File: src/rtl/btb_pkg.sv
// ============================================================================
// Package : btb_pkg
// Shared types and constants for the branch target buffer: the entry
// layout for the default geometry, 2-bit-style counter initial values
// generalised to any counter width, and the statistics counter width.
// Rev 1.0 - initial release
// ============================================================================
`default_nettype none

package btb_pkg;

  localparam int STAT_W     = 32;

  localparam int BTB_DATA_W = 64;
  localparam int BTB_TAG_W  = 8;
  localparam int BTB_CNT_W  = 2;

  // One table entry in the default geometry
  typedef struct packed {
    logic                  valid;
    logic [BTB_TAG_W-1:0]  tag;
    logic [BTB_DATA_W-1:0] target;
    logic [BTB_CNT_W-1:0]  cnt;
  } btb_entry_t;

  // Weakly-taken: MSB set, all lower bits clear
  function automatic logic [31:0] cnt_weak_taken(input int cnt_w);
    return 32'd1 << (cnt_w - 1);
  endfunction

  // Weakly-not-taken: MSB clear, all lower bits set (zero when cnt_w == 1)
  function automatic logic [31:0] cnt_weak_not_taken(input int cnt_w);
    return (32'd1 << (cnt_w - 1)) - 32'd1;
  endfunction

endpackage

`default_nettype wire

File: src/rtl/sat_counter.sv
// ============================================================================
// Module  : sat_counter
// Saturating up/down counter with a synchronous load, used as the
// per-entry direction predictor of the branch target buffer.
// Rev 1.0 - initial release
// ============================================================================
`default_nettype none

module sat_counter #(
  parameter int               CNT_W   = 2,
  parameter logic [CNT_W-1:0] RST_VAL = '0
) (
  input  logic             clk,
  input  logic             arst_n,
  input  logic             i_inc,
  input  logic             i_dec,
  input  logic             i_load,
  input  logic [CNT_W-1:0] i_load_val,
  output logic [CNT_W-1:0] o_count
);

  logic [CNT_W-1:0] r_count;

  // Load has priority; increment/decrement stop at all-ones / zero
  always_ff @(posedge clk or negedge arst_n) begin
    if (!arst_n) begin
      r_count <= RST_VAL;
    end else if (i_load) begin
      r_count <= i_load_val;
    end else if (i_inc && (r_count != {CNT_W{1'b1}})) begin
      r_count <= r_count + CNT_W'(1);
    end else if (i_dec && (r_count != {CNT_W{1'b0}})) begin
      r_count <= r_count - CNT_W'(1);
    end
  end

  assign o_count = r_count;

endmodule

`default_nettype wire

File: src/rtl/branch_target_buffer.sv
// ============================================================================
// Module  : branch_target_buffer
// Direct-mapped, flop-based BTB with per-entry saturating counters.
// Combinational lookup, single-cycle update, no update->lookup bypass.
// Optional macro BRANCH_TARGET_BUFFER_STATS_EN adds update/mispredict
// statistics outputs.
// Rev 1.0 - initial release
// ============================================================================
`default_nettype none

module branch_target_buffer
  import btb_pkg::*;
#(
  parameter int DATA_W  = 64,
  parameter int ENTRIES = 16,
  parameter int TAG_W   = 8,
  parameter int CNT_W   = 2
) (
  input  logic              clk,
  input  logic              arst_n,
  input  logic              enable,
  input  logic [DATA_W-1:0] lookup_pc,
  output logic              pred_taken,
  output logic [DATA_W-1:0] pred_pc,
  input  logic              upd_valid,
  input  logic [DATA_W-1:0] upd_pc,
  input  logic              upd_taken,
  input  logic [DATA_W-1:0] upd_target,
  input  logic              upd_pred
`ifdef BRANCH_TARGET_BUFFER_STATS_EN
  ,
  output logic [STAT_W-1:0] stat_updates,
  output logic [STAT_W-1:0] stat_mispredicts
`endif
);

  localparam int               IDX_W = $clog2(ENTRIES);
  localparam int               TAG_HI = IDX_W + TAG_W + 1;
  localparam logic [CNT_W-1:0] C_WT  = CNT_W'(cnt_weak_taken(CNT_W));
  localparam logic [CNT_W-1:0] C_WNT = CNT_W'(cnt_weak_not_taken(CNT_W));

  logic [ENTRIES-1:0] r_valid;
  logic [TAG_W-1:0]   r_tag    [ENTRIES];
  logic [DATA_W-1:0]  r_target [ENTRIES];
  logic [CNT_W-1:0]   w_cnt    [ENTRIES];

  logic [IDX_W-1:0]   w_lk_idx, w_upd_idx;
  logic [TAG_W-1:0]   w_lk_tag, w_upd_tag;
  logic               w_lk_hit, w_upd_hit, w_upd;
  logic [ENTRIES-1:0] w_sel;

  assign w_lk_idx  = lookup_pc[IDX_W+1:2];
  assign w_lk_tag  = lookup_pc[TAG_HI:IDX_W+2];
  assign w_upd_idx = upd_pc[IDX_W+1:2];
  assign w_upd_tag = upd_pc[TAG_HI:IDX_W+2];

  // Lookup reads the registered table only, so a same-cycle update is not seen
  assign w_lk_hit   = r_valid[w_lk_idx] && (r_tag[w_lk_idx] == w_lk_tag);
  assign pred_taken = w_lk_hit && w_cnt[w_lk_idx][CNT_W-1];
  assign pred_pc    = pred_taken ? r_target[w_lk_idx] : '0;

  assign w_upd     = upd_valid && enable;
  assign w_upd_hit = r_valid[w_upd_idx] && (r_tag[w_upd_idx] == w_upd_tag);

  // One-hot entry select for the accepted update
  always_comb begin
    w_sel = '0;
    if (w_upd) begin
      w_sel[w_upd_idx] = 1'b1;
    end
  end

  // Valid/tag written only on allocation; target written on any taken update
  always_ff @(posedge clk or negedge arst_n) begin
    if (!arst_n) begin
      r_valid <= '0;
      for (int i = 0; i < ENTRIES; i++) begin
        r_tag[i]    <= '0;
        r_target[i] <= '0;
      end
    end else begin
      for (int i = 0; i < ENTRIES; i++) begin
        if (w_sel[i] && upd_taken) begin
          r_target[i] <= upd_target;
          if (!w_upd_hit) begin
            r_valid[i] <= 1'b1;
            r_tag[i]   <= w_upd_tag;
          end
        end
      end
    end
  end

  generate
    for (genvar gi = 0; gi < ENTRIES; gi++) begin : g_entry
      sat_counter #(
        .CNT_W   (CNT_W),
        .RST_VAL (C_WNT)
      ) u_cnt (
        .clk        (clk),
        .arst_n     (arst_n),
        .i_inc      (w_sel[gi] && w_upd_hit && upd_taken),
        .i_dec      (w_sel[gi] && w_upd_hit && !upd_taken),
        .i_load     (w_sel[gi] && !w_upd_hit && upd_taken),
        .i_load_val (C_WT),
        .o_count    (w_cnt[gi])
      );
    end
  endgenerate

`ifdef BRANCH_TARGET_BUFFER_STATS_EN
  logic [STAT_W-1:0] r_stat_upd;
  logic [STAT_W-1:0] r_stat_mis;

  // Saturating counts of accepted updates and of mispredicted ones
  always_ff @(posedge clk or negedge arst_n) begin
    if (!arst_n) begin
      r_stat_upd <= '0;
      r_stat_mis <= '0;
    end else if (w_upd) begin
      if (r_stat_upd != {STAT_W{1'b1}}) begin
        r_stat_upd <= r_stat_upd + STAT_W'(1);
      end
      if ((upd_pred != upd_taken) && (r_stat_mis != {STAT_W{1'b1}})) begin
        r_stat_mis <= r_stat_mis + STAT_W'(1);
      end
    end
  end

  assign stat_updates     = r_stat_upd;
  assign stat_mispredicts = r_stat_mis;
`endif

  // PC bits outside index/tag fields and upd_pred (default build) carry no state
  logic w_unused;
  assign w_unused = ^{upd_pred, lookup_pc[1:0], lookup_pc[DATA_W-1:TAG_HI+1],
                      upd_pc[1:0], upd_pc[DATA_W-1:TAG_HI+1]};

endmodule

`default_nettype wire

File: config.mk
export PLATFORM = sky130hd
export DESIGN_NAME = branch_target_buffer
export DESIGN_NICKNAME = d
export VERILOG_FILES = /design/src/rtl/btb_pkg.sv /design/src/rtl/sat_counter.sv /design/src/rtl/branch_target_buffer.sv
export SDC_FILE = /design/constraint.sdc
export NUM_CORES = 2
export LEC_CHECK = 0
export CELL_PAD_IN_SITES_DETAIL_PLACEMENT = 0
export CELL_PAD_IN_SITES_GLOBAL_PLACEMENT = 1
export CORE_MARGIN = 2
export CORE_UTILIZATION = 55
export CTS_CLUSTER_SIZE = 30
export DETAILED_ROUTE_END_ITERATION = 12
export PLACE_DENSITY_LB_ADDON = 0.1
export SYNTH_ARGS = -nofsm -noshare
export SYNTH_HDL_FRONTEND = slang
export SYNTH_SLANG_ARGS = --single-unit
export TNS_END_PERCENT = 1
File: constraint.sdc
create_clock -name clk -period 16.77 [get_ports clk]
set_clock_uncertainty 0.15 [all_clocks]
set_input_delay 5.031 -clock clk [delete_from_list [all_inputs] [get_ports clk]]
set_output_delay 5.031 -clock clk [all_outputs]
set_load 0.01 [all_outputs]
==> reports/qor.yml <==
outcome:
  outcome: "completed"
clock_network:
  holdBufCountCts: 0
  clock_tree.buffer_depth: 3
  cts.repair.resized: 0
  tritoncts.num_buffers: 132
  clk_pin_slew_ns: 0.05
  clock_sinks: 1200
  root_buffer: "clkbuf_16"
  cts_tree: "done"
  clock_latency_ns: 0.73
  htreeDepth: 4
  cts_setup_buffers: 0
setup_path:
  timing.critical_path.slowest_stage_cell: "buf_4"
  critical_path.reg2reg.startpoint: "r_tag[45]$_DFFE_PN0P_"
  critical-path-top-cell-by-count: "buf_4"
  critical_path_arrival_ns: 9.74
  timing.critical_path.fanout_max: 79
  r2r-end: "r_tag[106]$_DFFE_PN0P_"
  crit_path_end_kind: "primary output"
  cp.required_ns: 11.59
  timing.critical_path.slowest_cell_delay_ns: 0.94
  worstPathCellList: "buf_8 > buf_4 > buf_4 > buf_4 > mux4_2 > mux4_2 > nor2b_1 > clkdlybuf4s50_1"
  worst_r2r_path_depth: 9
  worst_setup_path_start_kind: "primary input"
  reg2reg_setup_slack_ns: 12.64
  critical_path_class: "in2out"
placed_design:
  portBuffers: 157
  place_ws_ns: 1.80
  place.detailed.instances: 4745
  hpwl_um: 76600
  routabilityCongestion: 0.779
sta:
  timing_max_transition_violations_final: 0
  hold_viol_final: 0
  slew-limit-headroom: 0.239
  max_slew.worst_pin.slew_ns: 1.14
  finalSetupViolCount: 0
  finalWorstPathRequiredPeriod_ns: 14.92
  grt_setup_unrepaired: "false"
  final_tns_setup_ns: 0
  achievable-frequency_mhz: 67.0
  finalCritPeriodShare: 0.890
  setup_slack_ns: 1.85
floorplan:
  num_io_pins: 263
  initial_core_util: 0.553
  horizontal_die_dimension_um: 323
  floorplan.die_area_mm2: 0.105
  floorplan.core_area_mm2: 0.101
  floorplan.rows: 117
  vertical_die_dimension_um: 323
global_route:
  global_route.overflow_total: 0
  first_global_vias: 34800
  grt.total_usage: 0.276
  grt_pass1_wl_um: 216000
  grt_antenna_before_repair: 10
  maximum_number_of_pins_on_one_net_before_global_route_repair: 199
hold_path:
  hold_path_startpoint: "r_target[337]$_DFFE_PN0P_"
  holdPathStages: 1
  min_to: "r_target[337]$_DFFE_PN0P_"
  min_path_type: "reg2reg"
drt:
  detailroute.via_count: 31500
  finalWirelength_um: 139000
  drt-pass1-iter-count: 8
  vias_per_cell: 6.32
  route.detailed.wl_per_inst_um: 28.0
  drc_errors: 0
  detail-route-antenna-nets: 0
  drt_iter0_markers: 2099
synthesis:
  synthesis.nets: 3679
  dominantRegCellSynth: "dfrtp_1"
  synth.distinct_cells: 53
  synth-edff-count: 0
  syn-instance-count: 3481
  synth-async-reset-ratio: 1.00
  syn_area_mm2: 0.0561
  synthesized_area_divided_by_synthesized_cell_count_um2: 16.1
  synth-seq-area-share: 0.536
  synth-seq-cells: 1200
  yosysWarnings: 0
cells_and_area:
  flow.area_growth_from_synthesis_pct: 12.0
  share_of_cells_above_drive_strength_1: 0.522
  utilization: 0.619
  layout.nets: 3709
  stdcell_count: 4975
  filler_cell_count: 7368
power_and_ir_drop:
  leakage_nw: 28.1
  ir_worst_vdd_v: 0.0000991
  design_power_total_mw: 7.21
  power.density_cell_area_mw_per_mm2: 115
run:
  max_capacitance_violation_count: 0
## cells in the mapped netlist, drive strengths merged, types with 6 or more instances
| master | n | area share |
|---|---|---|
| dfrtp | 1184 | 0.53 |
| mux2 | 1156 | 0.23 |
| mux4 | 392 | 0.16 |
| clkbuf | 200 | 0.013 |
| buf | 118 | 0.011 |
| nor2b | 78 | 0.0087 |
| nand2 | 49 | 0.0033 |
| o21ai | 40 | 0.0062 |
| nor2 | 26 | 0.0017 |
| o31ai | 24 | 0.0032 |
| mux2i | 23 | 0.0041 |
| nand2b | 19 | 0.0021 |
| nand3 | 19 | 0.0017 |
| nor3 | 17 | 0.0015 |
| dfstp | 16 | 0.0075 |
| xor2 | 16 | 0.0025 |
| a31o | 14 | 0.0022 |
| a22oi | 13 | 0.0017 |
| a21oi | 12 | 0.0011 |
| a21o | 9 | 0.0012 |
| o41ai | 7 | 0.0011 |
| o32ai | 6 | 0.00094 |
## worst max path at each step
stage,startpoint,endpoint,slack (ns),cells after the start
global route,lookup_pc[2],pred_pc[23],1.51,11
finish,lookup_pc[3],pred_pc[40],1.85,8
detailed placement,lookup_pc[2],pred_pc[23],1.80,11
global placement,lookup_pc[3],pred_pc[46],1.83,8
CTS,lookup_pc[2],pred_pc[23],1.76,11
floorplan,lookup_pc[2],pred_pc[23],3.98,8
## through the flow
stage | hold WS (ns) | instance area [um^2]
global route | 0.358 | 62800
global placement | 0.319 | 58600
finish | 0.350 | 62800
floorplan | 0.297 | 56100
CTS | 0.342 | 62800
detailed placement | 0.327 | 58600
## cell usage in the layout, fill, tap and decap left out, types with 17 or more instances in the layout
cell             netlist  layout
clkbuf_8               0      28
clkinv_2               0      22
buf_4                  5      55
mux2i_1               23      23
clkdlybuf4s50_1        0     149
dfrtp_1             1184    1184
clkbuf_1             200      29
nand2b_1              19      19
mux4_2               392     392
o21ai_0               23      23
nor2b_1               78      78
nor3_1                17      17
mux2_2              1138    1138
clkbuf_16              0     137
nand2_1               49      49
o31ai_1               24      24
## layout make-up
class	count	area, um^2	area share
clock buffer	194	3920	0.0624
inverter	5	18.8	0.000299
tap	1368	1710	0.0272
sequential	1200	30000	0.478
multi-input combinational	1958	24800	0.395
timing repair buffer	214	2040	0.0324
antenna	2	5.00	0.0000797
clock inverter	34	262	0.00416
## cells by family (layout without fill, tap and decap cells)
kind of cell / count (synthesis) / after routing / synth area share
mux: 1571 / 1571 / 0.395
xor+xnor: 21 / 21 / 0.00328
flops: 1200 / 1200 / 0.536
compound gates: 144 / 144 / 0.0210
other cells: 0 / 2 / 0
buf+inv: 323 / 447 / 0.0244
simple gates: 222 / 222 / 0.0207
## routing by layer
layer,vias up,wire (um),track usage,share of wire
met5,-,101,0,0.00072
met4,16,2630,0.0691,0.019
met3,187,6710,0.0465,0.048
met2,730,69900,0.458,0.50
met1,17400,60100,0.381,0.43
li1,13100,-,-,-
## sequential cells by signal (all words and copies together), names as in the netlist
| name | flops |
|---|---|
| r_target | 1024 |
| r_tag | 128 |
| g_entry.u_cnt.o_count | 32 |
| r_valid | 16 |
## power by group
part	internal, mW	switching, mW
combinational	0.573	0.365
clock	1.64	1.16
sequential	3.28	0.203
total	5.48	1.73
## worst max-delay path: cells and delay by family
kind                   cells  cell delay, ns
buffers and inverters      5            3.44
multiplexers               2            0.99
AND/OR/NAND/NOR            1            0.17
(Power assumes the default switching activity.)
